==> src/rtl/valu_group_sequencer_if.sv <==
// Issue/vALU/VRF bundle of the vector group sequencer; slave = sequencer side, master = environment side.
interface valu_group_sequencer_if #(
    parameter int VLEN = 128,
    parameter int AW   = 5
);
    logic            cmd_valid;
    logic            cmd_ready;
    logic [2:0]      cmd_op;
    logic [AW-1:0]   cmd_vd;
    logic [AW-1:0]   cmd_vs1;
    logic [AW-1:0]   cmd_vs2;
    logic [VLEN-1:0] cmd_scalar;
    logic [7:0]      cmd_sew;
    logic [3:0]      cmd_lmul;

    logic            rf_rd_en;
    logic [AW-1:0]   rf_rd_addr1;
    logic [AW-1:0]   rf_rd_addr2;
    logic [VLEN-1:0] rf_rd_data1;
    logic [VLEN-1:0] rf_rd_data2;

    logic [VLEN-1:0] alu_in1;
    logic [VLEN-1:0] alu_in2;
    logic [VLEN-1:0] alu_scalar;
    logic [2:0]      alu_op;
    logic [7:0]      alu_sew;
    logic [VLEN-1:0] alu_result;

    logic            rf_wr_en;
    logic [AW-1:0]   rf_wr_addr;
    logic [VLEN-1:0] rf_wr_data;

    logic            busy;
    logic            done;
    logic            err;

    modport slave (
        input  cmd_valid, cmd_op, cmd_vd, cmd_vs1, cmd_vs2, cmd_scalar, cmd_sew, cmd_lmul,
        output cmd_ready,
        output rf_rd_en, rf_rd_addr1, rf_rd_addr2,
        input  rf_rd_data1, rf_rd_data2,
        output alu_in1, alu_in2, alu_scalar, alu_op, alu_sew,
        input  alu_result,
        output rf_wr_en, rf_wr_addr, rf_wr_data,
        output busy, done, err
    );

    modport master (
        output cmd_valid, cmd_op, cmd_vd, cmd_vs1, cmd_vs2, cmd_scalar, cmd_sew, cmd_lmul,
        input  cmd_ready,
        input  rf_rd_en, rf_rd_addr1, rf_rd_addr2,
        output rf_rd_data1, rf_rd_data2,
        input  alu_in1, alu_in2, alu_scalar, alu_op, alu_sew,
        output alu_result,
        input  rf_wr_en, rf_wr_addr, rf_wr_data,
        input  busy, done, err
    );
endinterface

==> src/rtl/valu_group_sequencer.sv <==
// Runs one vALU command over an LMUL register group: read VRF, drive vALU, write back, element by element.
// Latency: 3 cycles per register (RD/EX/WB) plus one DONE cycle; illegal commands finish in one ERR cycle.
// Backpressure: cmd_ready only in IDLE; a held cmd_valid waits there, nothing is dropped.
module valu_group_sequencer #(
    parameter int VLEN = 128,
    parameter int NREG = 32,
    parameter int AW   = 5
) (
    input logic                  clk,
    input logic                  rst_n,
    valu_group_sequencer_if.slave bus
);

    typedef enum logic [2:0] {
        ST_IDLE,
        ST_RD,
        ST_EX,
        ST_WB,
        ST_DONE,
        ST_ERR
    } state_t;

    typedef struct packed {
        logic [2:0]      op;
        logic [AW-1:0]   vd;
        logic [AW-1:0]   vs1;
        logic [AW-1:0]   vs2;
        logic [VLEN-1:0] scalar;
        logic [7:0]      sew;
        logic [3:0]      lmul;
    } cmd_t;

    state_t          state;
    state_t          state_nxt;
    cmd_t            cmd_in;
    cmd_t            cmd_q;
    logic [3:0]      idx;
    logic [AW-1:0]   rd_addr1;
    logic [AW-1:0]   rd_addr2;
    logic [AW-1:0]   wr_addr;
    logic [VLEN-1:0] wr_data;

    logic            ready;
    logic            rd_en;
    logic            wr_en;
    logic            busy;
    logic            done;
    logic            err;
    logic            accept;
    logic            sew_ok;
    logic            lmul_ok;
    logic            cmd_legal;
    logic            last_elem;

    // Group must be LMUL-aligned and end inside the register file.
    function automatic logic grp_ok(input logic [AW-1:0] base, input logic [3:0] lmul);
        logic [AW-1:0] mask;
        mask = AW'(lmul - 4'd1);
        return ((base & mask) == '0) && ((int'(base) + int'(lmul)) <= NREG);
    endfunction

    always_comb begin
        cmd_in = '{op:     bus.cmd_op,
                   vd:     bus.cmd_vd,
                   vs1:    bus.cmd_vs1,
                   vs2:    bus.cmd_vs2,
                   scalar: bus.cmd_scalar,
                   sew:    bus.cmd_sew,
                   lmul:   bus.cmd_lmul};
    end

    always_comb begin
        sew_ok = 1'b0;
        case (bus.cmd_sew)
            8'd8, 8'd16, 8'd32, 8'd64: sew_ok = 1'b1;
            default:                   sew_ok = 1'b0;
        endcase
        lmul_ok = 1'b0;
        case (bus.cmd_lmul)
            4'd1, 4'd2, 4'd4, 4'd8: lmul_ok = 1'b1;
            default:                lmul_ok = 1'b0;
        endcase
        cmd_legal = sew_ok && lmul_ok
                    && grp_ok(bus.cmd_vd,  bus.cmd_lmul)
                    && grp_ok(bus.cmd_vs1, bus.cmd_lmul)
                    && grp_ok(bus.cmd_vs2, bus.cmd_lmul);
    end

    assign last_elem = ({1'b0, idx} + 5'd1) >= {1'b0, cmd_q.lmul};
    assign accept    = ready && bus.cmd_valid;

    always_ff @(posedge clk or negedge rst_n) begin
        if (!rst_n) begin
            state <= ST_IDLE;
        end else begin
            state <= state_nxt;
        end
    end

    always_comb begin
        state_nxt = state;
        ready     = 1'b0;
        rd_en     = 1'b0;
        wr_en     = 1'b0;
        busy      = 1'b1;
        done      = 1'b0;
        err       = 1'b0;
        case (state)
            ST_IDLE: begin
                busy  = 1'b0;
                ready = 1'b1;
                if (bus.cmd_valid) begin
                    state_nxt = cmd_legal ? ST_RD : ST_ERR;
                end
            end
            ST_RD: begin
                rd_en     = 1'b1;
                state_nxt = ST_EX;
            end
            ST_EX: begin
                state_nxt = ST_WB;
            end
            ST_WB: begin
                wr_en     = 1'b1;
                state_nxt = last_elem ? ST_DONE : ST_RD;
            end
            ST_DONE: begin
                done      = 1'b1;
                state_nxt = ST_IDLE;
            end
            ST_ERR: begin
                done      = 1'b1;
                err       = 1'b1;
                state_nxt = ST_IDLE;
            end
            default: begin
                state_nxt = ST_IDLE;
            end
        endcase
    end

    // Read addresses are loaded one cycle ahead of RD so the strobe and address line up.
    always_ff @(posedge clk or negedge rst_n) begin
        if (!rst_n) begin
            cmd_q    <= '0;
            idx      <= '0;
            rd_addr1 <= '0;
            rd_addr2 <= '0;
            wr_addr  <= '0;
            wr_data  <= '0;
        end else begin
            if (accept) begin
                cmd_q <= cmd_in;
                idx   <= '0;
                if (cmd_legal) begin
                    rd_addr1 <= bus.cmd_vs1;
                    rd_addr2 <= bus.cmd_vs2;
                end
            end
            if (state == ST_EX) begin
                wr_data <= bus.alu_result;
                wr_addr <= cmd_q.vd + AW'(idx);
            end
            if (state == ST_WB) begin
                idx <= idx + 4'd1;
                if (!last_elem) begin
                    rd_addr1 <= cmd_q.vs1 + AW'(idx + 4'd1);
                    rd_addr2 <= cmd_q.vs2 + AW'(idx + 4'd1);
                end
            end
        end
    end

    assign bus.cmd_ready   = ready;
    assign bus.rf_rd_en    = rd_en;
    assign bus.rf_rd_addr1 = rd_addr1;
    assign bus.rf_rd_addr2 = rd_addr2;
    assign bus.alu_in1     = bus.rf_rd_data1;
    assign bus.alu_in2     = bus.rf_rd_data2;
    assign bus.alu_scalar  = cmd_q.scalar;
    assign bus.alu_op      = cmd_q.op;
    assign bus.alu_sew     = cmd_q.sew;
    assign bus.rf_wr_en    = wr_en;
    assign bus.rf_wr_addr  = wr_addr;
    assign bus.rf_wr_data  = wr_data;
    assign bus.busy        = busy;
    assign bus.done        = done;
    assign bus.err         = err;

endmodule

==> src/flat_wrapper.sv <==
// flat-port wrapper written by rule: the top's interface ports become plain ports
module valu_group_sequencer_flat 
#(
    parameter int VLEN = 128,
    parameter int NREG = 32,
    parameter int AW   = 5
)
  (clk, rst_n, bus_cmd_valid, bus_cmd_op, bus_cmd_vd, bus_cmd_vs1, bus_cmd_vs2, bus_cmd_scalar, bus_cmd_sew, bus_cmd_lmul, bus_cmd_ready, bus_rf_rd_en, bus_rf_rd_addr1, bus_rf_rd_addr2, bus_rf_rd_data1, bus_rf_rd_data2, bus_alu_in1, bus_alu_in2, bus_alu_scalar, bus_alu_op, bus_alu_sew, bus_alu_result, bus_rf_wr_en, bus_rf_wr_addr, bus_rf_wr_data, bus_busy, bus_done, bus_err);
  valu_group_sequencer_if #(.VLEN(VLEN), .AW(AW)) bus_i ();
  input logic clk;
  input logic rst_n;
  input wire logic [$bits(bus_i.cmd_valid)-1:0] bus_cmd_valid;
  input wire logic [$bits(bus_i.cmd_op)-1:0] bus_cmd_op;
  input wire logic [$bits(bus_i.cmd_vd)-1:0] bus_cmd_vd;
  input wire logic [$bits(bus_i.cmd_vs1)-1:0] bus_cmd_vs1;
  input wire logic [$bits(bus_i.cmd_vs2)-1:0] bus_cmd_vs2;
  input wire logic [$bits(bus_i.cmd_scalar)-1:0] bus_cmd_scalar;
  input wire logic [$bits(bus_i.cmd_sew)-1:0] bus_cmd_sew;
  input wire logic [$bits(bus_i.cmd_lmul)-1:0] bus_cmd_lmul;
  output wire logic [$bits(bus_i.cmd_ready)-1:0] bus_cmd_ready;
  output wire logic [$bits(bus_i.rf_rd_en)-1:0] bus_rf_rd_en;
  output wire logic [$bits(bus_i.rf_rd_addr1)-1:0] bus_rf_rd_addr1;
  output wire logic [$bits(bus_i.rf_rd_addr2)-1:0] bus_rf_rd_addr2;
  input wire logic [$bits(bus_i.rf_rd_data1)-1:0] bus_rf_rd_data1;
  input wire logic [$bits(bus_i.rf_rd_data2)-1:0] bus_rf_rd_data2;
  output wire logic [$bits(bus_i.alu_in1)-1:0] bus_alu_in1;
  output wire logic [$bits(bus_i.alu_in2)-1:0] bus_alu_in2;
  output wire logic [$bits(bus_i.alu_scalar)-1:0] bus_alu_scalar;
  output wire logic [$bits(bus_i.alu_op)-1:0] bus_alu_op;
  output wire logic [$bits(bus_i.alu_sew)-1:0] bus_alu_sew;
  input wire logic [$bits(bus_i.alu_result)-1:0] bus_alu_result;
  output wire logic [$bits(bus_i.rf_wr_en)-1:0] bus_rf_wr_en;
  output wire logic [$bits(bus_i.rf_wr_addr)-1:0] bus_rf_wr_addr;
  output wire logic [$bits(bus_i.rf_wr_data)-1:0] bus_rf_wr_data;
  output wire logic [$bits(bus_i.busy)-1:0] bus_busy;
  output wire logic [$bits(bus_i.done)-1:0] bus_done;
  output wire logic [$bits(bus_i.err)-1:0] bus_err;
  assign bus_i.cmd_valid = bus_cmd_valid;
  assign bus_i.cmd_op = bus_cmd_op;
  assign bus_i.cmd_vd = bus_cmd_vd;
  assign bus_i.cmd_vs1 = bus_cmd_vs1;
  assign bus_i.cmd_vs2 = bus_cmd_vs2;
  assign bus_i.cmd_scalar = bus_cmd_scalar;
  assign bus_i.cmd_sew = bus_cmd_sew;
  assign bus_i.cmd_lmul = bus_cmd_lmul;
  assign bus_cmd_ready = bus_i.cmd_ready;
  assign bus_rf_rd_en = bus_i.rf_rd_en;
  assign bus_rf_rd_addr1 = bus_i.rf_rd_addr1;
  assign bus_rf_rd_addr2 = bus_i.rf_rd_addr2;
  assign bus_i.rf_rd_data1 = bus_rf_rd_data1;
  assign bus_i.rf_rd_data2 = bus_rf_rd_data2;
  assign bus_alu_in1 = bus_i.alu_in1;
  assign bus_alu_in2 = bus_i.alu_in2;
  assign bus_alu_scalar = bus_i.alu_scalar;
  assign bus_alu_op = bus_i.alu_op;
  assign bus_alu_sew = bus_i.alu_sew;
  assign bus_i.alu_result = bus_alu_result;
  assign bus_rf_wr_en = bus_i.rf_wr_en;
  assign bus_rf_wr_addr = bus_i.rf_wr_addr;
  assign bus_rf_wr_data = bus_i.rf_wr_data;
  assign bus_busy = bus_i.busy;
  assign bus_done = bus_i.done;
  assign bus_err = bus_i.err;
  valu_group_sequencer #(.VLEN(VLEN), .NREG(NREG), .AW(AW)) u_core (.clk(clk), .rst_n(rst_n), .bus(bus_i));
endmodule
==> config.mk <==
export PLATFORM = sky130hd
export DESIGN_NAME = valu_group_sequencer_flat
export DESIGN_NICKNAME = d
export VERILOG_FILES = /design/src/rtl/valu_group_sequencer_if.sv /design/src/rtl/valu_group_sequencer.sv /design/src/flat_wrapper.sv
export SDC_FILE = /design/constraint.sdc
export NUM_CORES = 1
export LEC_CHECK = 0
export BUFFER_PORTS_ARGS = -buffer_cell sky130_fd_sc_hd__buf_2
export CELL_PAD_IN_SITES_DETAIL_PLACEMENT = 1
export CELL_PAD_IN_SITES_GLOBAL_PLACEMENT = 2
export CORE_AREA = 2 2 427 429
export DETAILED_ROUTE_END_ITERATION = 6
export DIE_AREA = 0 0 429 431
export PLACE_DENSITY_LB_ADDON = 0.1
export SLEW_MARGIN = 20
export SYNTH_ARGS = -nofsm -noshare
export SYNTH_HDL_FRONTEND = slang
export SYNTH_SLANG_ARGS = --single-unit
export TNS_END_PERCENT = 1
==> constraint.sdc <==
create_clock -name clk -period 7.87 [get_ports clk]
set_input_delay 0.3935 -clock clk [delete_from_list [all_inputs] [get_ports clk]]
set_output_delay 0.3935 -clock clk [all_outputs]
set_load 0.05 [all_outputs]
==> impl_metrics.csv, run 1 <==
group,metric,value,unit
synth,ys_types,49,
drt,post-route-drc-count,0,
floorplanning,die_height,431,um
critical_path,r2r-start,"u_core.state[1]$_DFFE_PN0P_",
final_layout,fill_cells,21053,
global_route,grt_pass1_wl,101000,um
timing,setup_tns,0,ns
critical_path,worstPathRequired,8.36,ns
drt,viasPerCell,2.72,
clock_tree,cts_buffers,53,
drt,dr.pass1.iters,6,
run,maxCapViolCount,0,
synth,synth.largest_area_cell,"dfrtp_1",
timing,fin_ws,4.66,ns
pwr,p_leak,0.0108,uW
drt,drtIter0Drc,262,
clock_tree,cts.sinks,308,
final_layout,final_layout_size_suffix_gt1_share,38.6,%
clock_tree,post_cts_buffers,0,
critical_path,endpoint,"u_core.bus.rf_rd_addr1[4]$_DFF_PN0_",
pwr,power,10700,uW
critical_path,crit_family,"compound AO/OA/AOI/OAI gates",
clock_tree,htree_num_levels,2,
floorplanning,die_area,0.185,mm^2
place,place_congestion,0.654,
synth,yosys-top-cells-area,"dfrtp_1, buf_4, nand2_1",
timing,hold_viol_final,0,
final_layout,area_growth,46.0,%
critical_path,crit_fanout,10,
critical_path,end_kind,"flip-flop",
global_route,grt_pass1_vias,13946,
timing,period_needed,3.21,ns
floorplanning,core_area,0.180,mm^2
pwr,vdd_drop_max,0.000208,V
critical_path,reg2reg_to,"u_core.bus.rf_wr_data[5]$_DFFE_PN0N_",
global_route,overflow,0,
critical_path,crit_chain,"dlygate4sd3_1 > buf_2 > ha_1 > fa_1 > nor3b_1 > a21oi_1 > o41ai_1 > o2111ai_2 > nor3_4 > mux2i_1 > a21oi_1",
final_layout,final-seq-area,0.00771,mm^2
critical_path,cp.depth,11,
synth,synthCells,1563,
synth,synth_top_cell_area_share,48.9,%
drt,wire_per_inst,15.8,um
synth,synth_nets,2149,
timing,drv_slew,0,
place,io_buffers,576,
synth,yosysSeqAreaShare,48.9,%
drt,ant_nets,0,
final_layout,diodes,0,
global_route,antenna_found_initial,2,
clock_tree,clkLatencyLatePin,0.66,ns
critical_path,reg2reg_setup_slack,4.67,ns
timing,fin_crit_sh,40.8,%
timing,rsz0062_at_grt,"no",
timing,slew_headroom,32.7,%
final_layout,layout.nets,2616,
global_route,grt_max_degree,99,
synth,yosys_warnings,0,
drt,detail_route.wirelength,70200,um
pwr,powerDensity,467,mW/mm^2
synth,synth_edf_count,0,
timing,fmax,311,MHz
critical_path,critPathMaxStageDelay,0.59,ns
final_layout,multi_input_area,0.00481,mm^2
final_layout,final_common_cell,"buf_2",
critical_path,worstPathArrival,3.70,ns
drt,vias,12068,
critical_path,crit_start,"bus_cmd_vd[0]",
synth,syn_area,0.0158,mm^2
clock_tree,cts.clk_slew.worst_paths,0.05,ns
synth,synth_seq_cells,308,
timing,setup_viol,0,
place,dp_slack,4.18,ns
synth,ys.flop_type,"dfrtp_1",
clock_tree,cts-root-buf,"clkbuf_16",
clock_tree,tritoncts,"built",
place,place.detailed.hpwl,51200,um
hold_path,hold_class,"input port to flip-flop",
timing,tightest_slew,1.01,ns
floorplanning,ioPinCount,1089,
global_route,track_usage,7.47,%
floorplanning,rows,156,
critical_path,worst_setup_path_start_kind,"input port",
critical_path,cpMostUsedCell,"a21oi_1",
final_layout,final_cell_mix,"buf_2, nand2_1, dfrtp_1, dlygate4sd3_1, mux2_2",
floorplanning,initial_core_util,8.75,%
clock_tree,cts_buffer_depth,3,
critical_path,critical_path_class,"input port to flip-flop",
critical_path,reg2regPathDepth,4,
critical_path,cp_slowest_cell,"nor3_4",
critical_path,cp.buffers_inverters,2,
floorplanning,dieWidth,429,um
run_status,run_status,"finished, final reports clean",
timing,fin_skew,0.0174,ns
synth,avgSynthCellArea,10.1,um^2
synth,async_flop_share,100,%
cell usage after synthesis, types with 3 or more instances:
| library cell | n |
|---|---|
| nor3b_1 | 5 |
| buf_4 | 395 |
| nand3_1 | 3 |
| nand2_1 | 475 |
| buf_2 | 8 |
| buf_6 | 3 |
| o31ai_1 | 3 |
| fa_1 | 6 |
| ha_1 | 35 |
| nor3_1 | 7 |
| a21oi_1 | 19 |
| mux2_2 | 129 |
| xor2_1 | 9 |
| and3_1 | 3 |
| nor2b_1 | 3 |
| mux2i_1 | 11 |
| inv_1 | 14 |
| a21o_1 | 12 |
| clkbuf_1 | 42 |
| dfrtp_1 | 308 |
| o21ai_0 | 15 |
| xnor2_1 | 10 |
| nor2_1 | 17 |
stage by stage:
step / instances / instance area [um^2] / hold WS, ns / util, %
4_1_cts: 4438 / 23000 / 0.0146 / 12.8
2_1_floorplan: 1563 / 15800 / 0.0979 / -
3_5_place_dp: 4070 / 18500 / 0.457 / 10.3
3_3_place_gp: 4070 / 18500 / 0.454 / 10.3
5_1_grt: 4438 / 23000 / 0.0564 / 12.8
6_report: 4438 / 23000 / 0.104 / 12.8
registers in the layout, summed over array words and instances, names as in the netlist:
name,flops
u_core.bus.rf_wr_data,128
u_core.cmd_q,19
u_core.bus.alu_op,3
u_core.bus.rf_wr_addr,5
u_core.bus.alu_sew,8
u_core.bus.rf_rd_addr1,5
u_core.bus.rf_rd_addr2,5
u_core.idx,4
u_core.state,3
u_core.bus.alu_scalar,128
worst min-delay path: stages:
cell and delay [ns]:
buf_2 0.15, nand2_1 0.11, nand2_1 0.05
cell type report:
| class | count | share of cell area (%) |
|---|---|---|
| inverters | 15 | 0.245 |
| well taps | 2370 | 12.9 |
| flip-flops and latches | 308 | 33.5 |
| clock buffers | 82 | 6.85 |
| multi-input cells | 792 | 20.9 |
| clock inverters | 11 | 0.626 |
| repair buffers | 860 | 24.9 |
logic make-up (layout without fill, tap and decap cells):
| group | after synthesis | after routing | synth area share, % |
|---|---|---|---|
| xor+xnor | 19 | 19 | 1.06 |
| mux | 140 | 140 | 9.92 |
| flops | 308 | 308 | 48.9 |
| compound gates | 66 | 66 | 2.72 |
| fa+ha+maj | 41 | 41 | 3.54 |
| simple gates | 526 | 526 | 13.2 |
| buf+inv | 463 | 968 | 20.6 |
layer usage:
layer | GRT usage (%) | wire length, um
met1 | 7.56 | 25500
met2 | 13.2 | 35500
met3 | 2.99 | 5970
met4 | 3.79 | 3290
met5 | 0 | 0
power by group:
| group | internal, uW | total, uW | leakage [uW] | switching (uW) |
|---|---|---|---|---|
| clock network | 1460 | 2370 | 0.000843 | 917 |
| logic | 1420 | 5560 | 0.00621 | 4140 |
| registers | 2370 | 2800 | 0.00372 | 429 |
worst min-delay path by stage:
stage               depth (start not counted)  slack [ns]                               endpoint                                   from
detailed placement                          2        0.46  u_core.bus.alu_scalar[78]$_DFFE_PN0P_  u_core.bus.alu_scalar[78]$_DFFE_PN0P_
global placement                            2        0.45  u_core.bus.alu_scalar[70]$_DFFE_PN0P_  u_core.bus.alu_scalar[70]$_DFFE_PN0P_
CTS                                         3        0.01          u_core.cmd_q[153]$_DFFE_PN0P_                          bus_cmd_vd[3]
floorplan                                   0         0.1       u_core.bus.alu_op[0]$_DFFE_PN0P_                                  rst_n
finish                                      3        0.10          u_core.cmd_q[153]$_DFFE_PN0P_                          bus_cmd_vd[3]
global route                                3        0.06          u_core.cmd_q[153]$_DFFE_PN0P_                          bus_cmd_vd[3]
what timing repair did:
| action | 4_1_cts | 5_1_grt |
|---|---|---|
| hold endpoints to repair | 340 | 0 |
| hold buffers | 275 | 0 |
| gates resized for setup | 0 | 0 |
Power figures use the tool's default switching activity.
==> run 2: changes to the inputs <==
--- a/config.mk
+++ b/config.mk
@@ -5,12 +5,13 @@
 export SDC_FILE = /design/constraint.sdc
 export NUM_CORES = 1
 export LEC_CHECK = 0
+export ABC_AREA = 1
 export BUFFER_PORTS_ARGS = -buffer_cell sky130_fd_sc_hd__buf_2
 export CELL_PAD_IN_SITES_DETAIL_PLACEMENT = 1
 export CELL_PAD_IN_SITES_GLOBAL_PLACEMENT = 2
-export CORE_AREA = 2 2 427 429
+export CORE_AREA = 2 2 426 428
 export DETAILED_ROUTE_END_ITERATION = 6
-export DIE_AREA = 0 0 429 431
+export DIE_AREA = 0 0 428 430
 export PLACE_DENSITY_LB_ADDON = 0.1
 export SLEW_MARGIN = 20
 export SYNTH_ARGS = -nofsm -noshare
==> constraint.sdc (replaced) <==
create_clock -name clk -period 3 [get_ports clk]
set_input_delay 0.15 -clock clk [delete_from_list [all_inputs] [get_ports clk]]
set_output_delay 0.15 -clock clk [all_outputs]
set_load 0.05 [all_outputs]
==> impl_metrics.csv, run 2 <==
group,metric,value,unit
run_status,run_status,"finished, final reports clean",
floorplanning,dieWidth,428,um
timing,setup_viol,0,
floorplanning,rows,156,
clock_tree,htree_num_levels,2,
final_layout,final_cell_mix,"nand2_1, buf_2, dfrtp_1, dlygate4sd3_1, inv_1",
pwr,p_leak,0.0120,uW
clock_tree,cts.clk_slew.worst_paths,0.06,ns
critical_path,worstPathArrival,3.07,ns
global_route,grt_pass1_wl,113000,um
drt,detail_route.wirelength,78800,um
synth,ys_types,32,
synth,yosys-top-cells-count,"nand2_1, buf_4, dfrtp_1, inv_1, nand3_1",
critical_path,reg2reg_to,"u_core.bus.rf_rd_addr1[1]$_DFF_PN0_",
global_route,track_usage,8.41,%
synth,yosys_warnings,0,
timing,rsz0062_at_grt,"no",
hold_path,hold_class,"input port to asynchronous set/reset pin",
global_route,overflow,0,
final_layout,multi_input_area,0.00493,mm^2
drt,drtIter0Drc,300,
critical_path,critical_path_class,"flip-flop to flip-flop",
synth,async_flop_share,100,%
timing,fin_skew,0.0327,ns
synth,yosys-top-cells-area,"dfrtp_1, nand2_1, buf_4",
final_layout,layout.nets,3033,
drt,viasPerCell,2.83,
place,place_congestion,0.687,
critical_path,reg2regPathDepth,10,
timing,fin_ws,0.478,ns
global_route,grt_pass1_vias,15355,
clock_tree,cts_buffers,51,
synth,synth_top_cell_area_share,47.7,%
floorplanning,die_area,0.184,mm^2
synth,synthCells,1957,
final_layout,final-seq-area,0.00771,mm^2
timing,period_needed,2.52,ns
run,maxCapViolCount,0,
drt,vias,13700,
drt,wire_per_inst,16.3,um
synth,yosysMostFrequentCell,"nand2_1",
clock_tree,cts_buffer_depth,3,
critical_path,r2r-start,"u_core.idx[0]$_DFFE_PN0P_",
final_layout,diodes,0,
floorplanning,initial_core_util,8.98,%
critical_path,end_kind,"flip-flop",
timing,hold_viol_final,0,
clock_tree,cts.sinks,308,
timing,fin_crit_sh,84.1,%
synth,syn_area,0.0161,mm^2
synth,synth.largest_area_cell,"dfrtp_1",
final_layout,fill_cells,21369,
synth,synth_nets,2543,
final_layout,final_common_cell,"nand2_1",
floorplanning,core_area,0.180,mm^2
critical_path,reg2reg_setup_slack,0.48,ns
timing,holdWs,0.0904,ns
timing,drv_slew,0,
synth,ys.flop_type,"dfrtp_1",
clock_tree,clkLatencyLatePin,0.66,ns
floorplanning,die_height,430,um
drt,post-route-drc-count,0,
critical_path,worst_setup_path_start_kind,"flip-flop",
critical_path,worstPathRequired,3.55,ns
place,io_buffers,576,
place,place.detailed.hpwl,59600,um
clock_tree,cts-root-buf,"clkbuf_16",
pwr,powerDensity,1180,mW/mm^2
global_route,grt_max_degree,120,
synth,synth_seq_cells,308,
drt,ant_nets,0,
drt,dr.pass1.iters,4,
final_layout,area_growth,46.4,%
pwr,vdd_drop_max,0.000433,V
final_layout,final_layout_size_suffix_gt1_share,28.7,%
synth,avgSynthCellArea,8.25,um^2
timing,tightest_slew,0.870,ns
critical_path,crit_fanout,13,
clock_tree,tritoncts,"built",
synth,synth_edf_count,0,
synth,yosysSeqAreaShare,47.7,%
timing,slew_headroom,42.0,%
floorplanning,ioPinCount,1089,
global_route,antenna_found_initial,0,
timing,setup_tns,0,ns
place,dp_slack,0.446,ns
timing,fmax,396,MHz
run 2: kinds of logic after synthesis:
kind of cell / after synthesis / share of synthesized area, %
adders and majority gates: 41 / 3.46
and+or+nand+nor: 1015 / 24.8
xor gates and xnor gates: 13 / 0.705
buffers and inverters: 532 / 21.8
DFF: 308 / 47.7
AOI/OAI and AO/OA: 48 / 1.57
run 2: timing repair:
action | 4_1_cts | 5_1_grt
hold endpoints to repair | 490 | 0
gates resized for setup | 0 | 0
buffers inserted | 0 | 0
hold buffers | 289 | 0
run 2: final cells by class:
cell class / instances / share of cell area (%)
clock buffers: 72 / 6.15
well taps: 2370 / 12.5
inverters: 71 / 1.16
repair buffers: 898 / 26.0
flip-flops and latches: 308 / 32.6
clock inverters: 13 / 0.683
multi-input cells: 1117 / 20.9
run 2: power breakdown:
| group | switching [uW] | leakage, uW | internal, uW |
|---|---|---|---|
| clock network | 2420 | 0.000789 | 3520 |
| logic | 11500 | 0.00736 | 3260 |
| registers | 1110 | 0.00381 | 6170 |
| total | 15000 | 0.0120 | 13000 |
run 2: worst max path at each step:
| stage | from | endpoint | cells after the start |
|---|---|---|---|
| floorplan | u_core.idx[0]$_DFFE_PN0P_ | u_core.bus.rf_rd_addr1[1]$_DFF_PN0_ | 11 |
| global placement | bus_cmd_vs1[0] | u_core.bus.rf_rd_addr1[1]$_DFF_PN0_ | 15 |
| detailed placement | u_core.idx[0]$_DFFE_PN0P_ | u_core.bus.rf_rd_addr1[1]$_DFF_PN0_ | 10 |
| CTS | u_core.idx[0]$_DFFE_PN0P_ | u_core.bus.rf_rd_addr1[1]$_DFF_PN0_ | 10 |
| global route | u_core.idx[0]$_DFFE_PN0P_ | u_core.bus.rf_rd_addr1[1]$_DFF_PN0_ | 10 |
| finish | u_core.idx[0]$_DFFE_PN0P_ | u_core.bus.rf_rd_addr1[1]$_DFF_PN0_ | 10 |
run 2: metal layers:
layer	global-route usage, %	vias up	wire (um)
met3	3.16	150	6030
met2	14.2	487	38300
met4	3.30	0	2710
li1	-	6541	-
met1	9.57	6522	31800
met5	0	-	0
run 2: worst max-delay path, cell delays in order (launching register included):
cell	delay, ns
dfrtp_1	0.43
ha_1	0.33
ha_1	0.27
a21boi_1	0.12
o21ai_0	0.15
nand2_1	0.09
a21oi_2	0.19
nand2_1	0.32
or2_2	0.40
nand2_1	0.07
inv_1	0.04
run 2: stage by stage:
stage	util (%)	std cells	power [uW]	area, um^2
after floorplan	-	1957	19400	16100
after global placement	10.6	4475	22300	19100
after detailed placement	10.6	4475	22300	19100
after CTS	13.2	4849	29100	23600
after global routing	13.2	4849	30100	23600
final	13.2	4849	28000	23600
==> run 3: changes to the inputs <==
==> constraint.sdc (replaced) <==
create_clock -name clk -period 2.5 [get_ports clk]
set_input_delay 0.125 -clock clk [delete_from_list [all_inputs] [get_ports clk]]
set_output_delay 0.125 -clock clk [all_outputs]
set_load 0.05 [all_outputs]
==> impl_metrics.csv, run 3 (synthesis results as in run 2) <==
group,metric,value,unit
critical_path,crit_family,"simple AND/OR/NAND/NOR gates",
clock_tree,cts.sinks,308,
drt,post-route-drc-count,0,
pwr,p_seq_share,25.7,%
final_layout,layout.nets,3038,
clock_tree,cts-root-buf,"clkbuf_16",
place,place.detailed.hpwl,59200,um
critical_path,worst_setup_path_start_kind,"flip-flop",
critical_path,critPathMaxStageDelay,0.42,ns
global_route,grt_pass1_vias,15590,
critical_path,crit_fanout,9,
pwr,clockPowerShare,21.3,%
critical_path,end_kind,"flip-flop",
drt,viasPerCell,2.83,
drt,ant_nets,0,
floorplanning,core_area,0.180,mm^2
clock_tree,cts_buffer_depth,3,
floorplanning,initial_core_util,8.98,%
timing,drv_slew,0,
final_layout,final_layout_size_suffix_gt1_share,29.0,%
global_route,overflow,0,
pwr,vdd_drop_max,0.000508,V
critical_path,cp.buffers_inverters,1,
run_status,run_status,"finished, final reports clean",
critical_path,cp_slowest_cell,"dfrtp_1",
pwr,switching_power,18000,uW
pwr,combPwrFrac,53.0,%
pwr,powerDensity,1420,mW/mm^2
clock_tree,cts_buffers,50,
floorplanning,die_height,430,um
final_layout,fill_cells,21341,
clock_tree,tritoncts,"built",
global_route,grt_pass1_wl,116000,um
global_route,grt_max_degree,138,
drt,dr.pass1.iters,4,
critical_path,critical_path_class,"flip-flop to flip-flop",
drt,drtIter0Drc,429,
place,place_congestion,0.685,
hold_path,hold_class,"input port to asynchronous set/reset pin",
critical_path,crit_chain,"ha_1 > ha_1 > a21boi_1 > o21ai_0 > nand2_1 > a21oi_2 > nand2_2 > or2_2 > nand2_1 > inv_1",
timing,fin_skew,0.0267,ns
place,io_buffers,576,
global_route,antenna_found_initial,1,
drt,detail_route.wirelength,79500,um
floorplanning,ioPinCount,1089,
clock_tree,cts.clk_slew.worst_paths,0.06,ns
timing,setup_tns,0,ns
critical_path,worstPathArrival,2.82,ns
global_route,track_usage,8.58,%
clock_tree,clkLatencyLatePin,0.64,ns
floorplanning,dieWidth,428,um
drt,vias,13754,
timing,fmax,434,MHz
critical_path,worstPathRequired,3.02,ns
final_layout,area_growth,47.3,%
clock_tree,htree_num_levels,2,
timing,period_needed,2.31,ns
run,maxCapViolCount,0,
floorplanning,die_area,0.184,mm^2
final_layout,final_common_cell,"nand2_1",
pwr,p_int,15800,uW
timing,holdWs,0.0487,ns
timing,hold_viol_final,0,
timing,slew_headroom,39.0,%
timing,setup_viol,0,
pwr,p_leak,0.0120,uW
pwr,power,33900,uW
pwr,swShare,53.3,%
final_layout,final_cell_mix,"nand2_1, buf_2, dfrtp_1, dlygate4sd3_1, inv_1",
timing,rsz0062_at_grt,"no",
floorplanning,rows,156,
timing,tightest_slew,0.915,ns
drt,wire_per_inst,16.4,um
timing,fin_crit_sh,92.2,%
clock_tree,post_cts_buffers,0,
[run 3: power by group through the flow]
stage,Clock (uW),Sequential (uW),Combinational (uW)
6_report,7230,8700,18000
5_1_grt,7940,9070,19500
4_1_cts,7770,8770,18600
3_5_place_dp,0,8820,18200
3_3_place_gp,0,8810,18100
2_1_floorplan,0,12400,10800
[run 3: worst reg2reg max path, delay by kind of cell, from the launching register on]
| kind | cells | cell delay (ns) |
|---|---|---|
| AND/OR/NAND/NOR | 4 | 0.65 |
| flip-flops | 1 | 0.42 |
| buffers and inverters | 1 | 0.04 |
| adder cells (fa/ha/maj) | 2 | 0.58 |
| AO/OA/AOI/OAI | 3 | 0.50 |
[run 3: cell type report]
| cell class | count | area, um^2 | share of cell area (%) |
|---|---|---|---|
| Inverter | 71 | 274 | 1.15 |
| Clock inverter | 10 | 106 | 0.447 |
| Antenna cell | 2 | 5.00 | 0.0210 |
| Multi-Input combinational cell | 1117 | 4940 | 20.8 |
| Tap cell | 2370 | 2970 | 12.5 |
| Clock buffer | 80 | 1540 | 6.46 |
| Timing Repair Buffer | 904 | 6250 | 26.3 |
| Sequential cell | 308 | 7710 | 32.4 |
[run 3: worst paths after layout]
path / startpoint / to / slack [ns] / depth (start not counted)
setup / recovery: u_core.idx[1]$_DFFE_PN0P_ / u_core.bus.rf_rd_addr2[1]$_DFF_PN0_ / 0.19 / 10
hold / removal: rst_n / u_core.state[1]$_DFFE_PN0P_ / 0.05 / 2
setup reg to reg: u_core.idx[1]$_DFFE_PN0P_ / u_core.bus.rf_rd_addr2[1]$_DFF_PN0_ / 0.19 / 10
hold reg to reg: u_core.bus.alu_scalar[11]$_DFFE_PN0P_ / u_core.bus.alu_scalar[11]$_DFFE_PN0P_ / 0.46 / 2
max in group asynchronous: rst_n / u_core.bus.alu_scalar[81]$_DFFE_PN0P_ / 1.53 / 3
min in group clk: bus_cmd_lmul[0] / u_core.cmd_q[0]$_DFFE_PN0P_ / 0.06 / 3
[run 3: timing repair]
item / CTS / global route
setup endpoints to repair: 0 / 9
gates resized for setup: 0 / 1
hold buffers: 288 / 0
endpoints found under the hold margin: 536 / 0
[run 3: through the flow]
step | cells | utilization [%] | setup WS, ns | cell area (um^2)
3_5_place_dp | 4482 | 10.7 | 0.0986 | 19200
6_report | 4862 | 13.2 | 0.195 | 23800
2_1_floorplan | 1957 | - | 0.235 | 16100
4_1_cts | 4860 | 13.2 | 0.0838 | 23800
3_3_place_gp | 4482 | 10.7 | 0.0995 | 19200
5_1_grt | 4861 | 13.2 | 0.00102 | 23800
[run 3: metal layers]
layer  track usage [%]  part of all wire, %  vias to the layer above  wire [um]
li1                  -                    -                     6555          -
met1              9.89                   41                     6544      32400
met2              14.5                   48                      506      38500
met3              3.41                  8.0                      149       6330
met4              2.63                  2.9                        0       2270
met5                 0                    0                        -          0
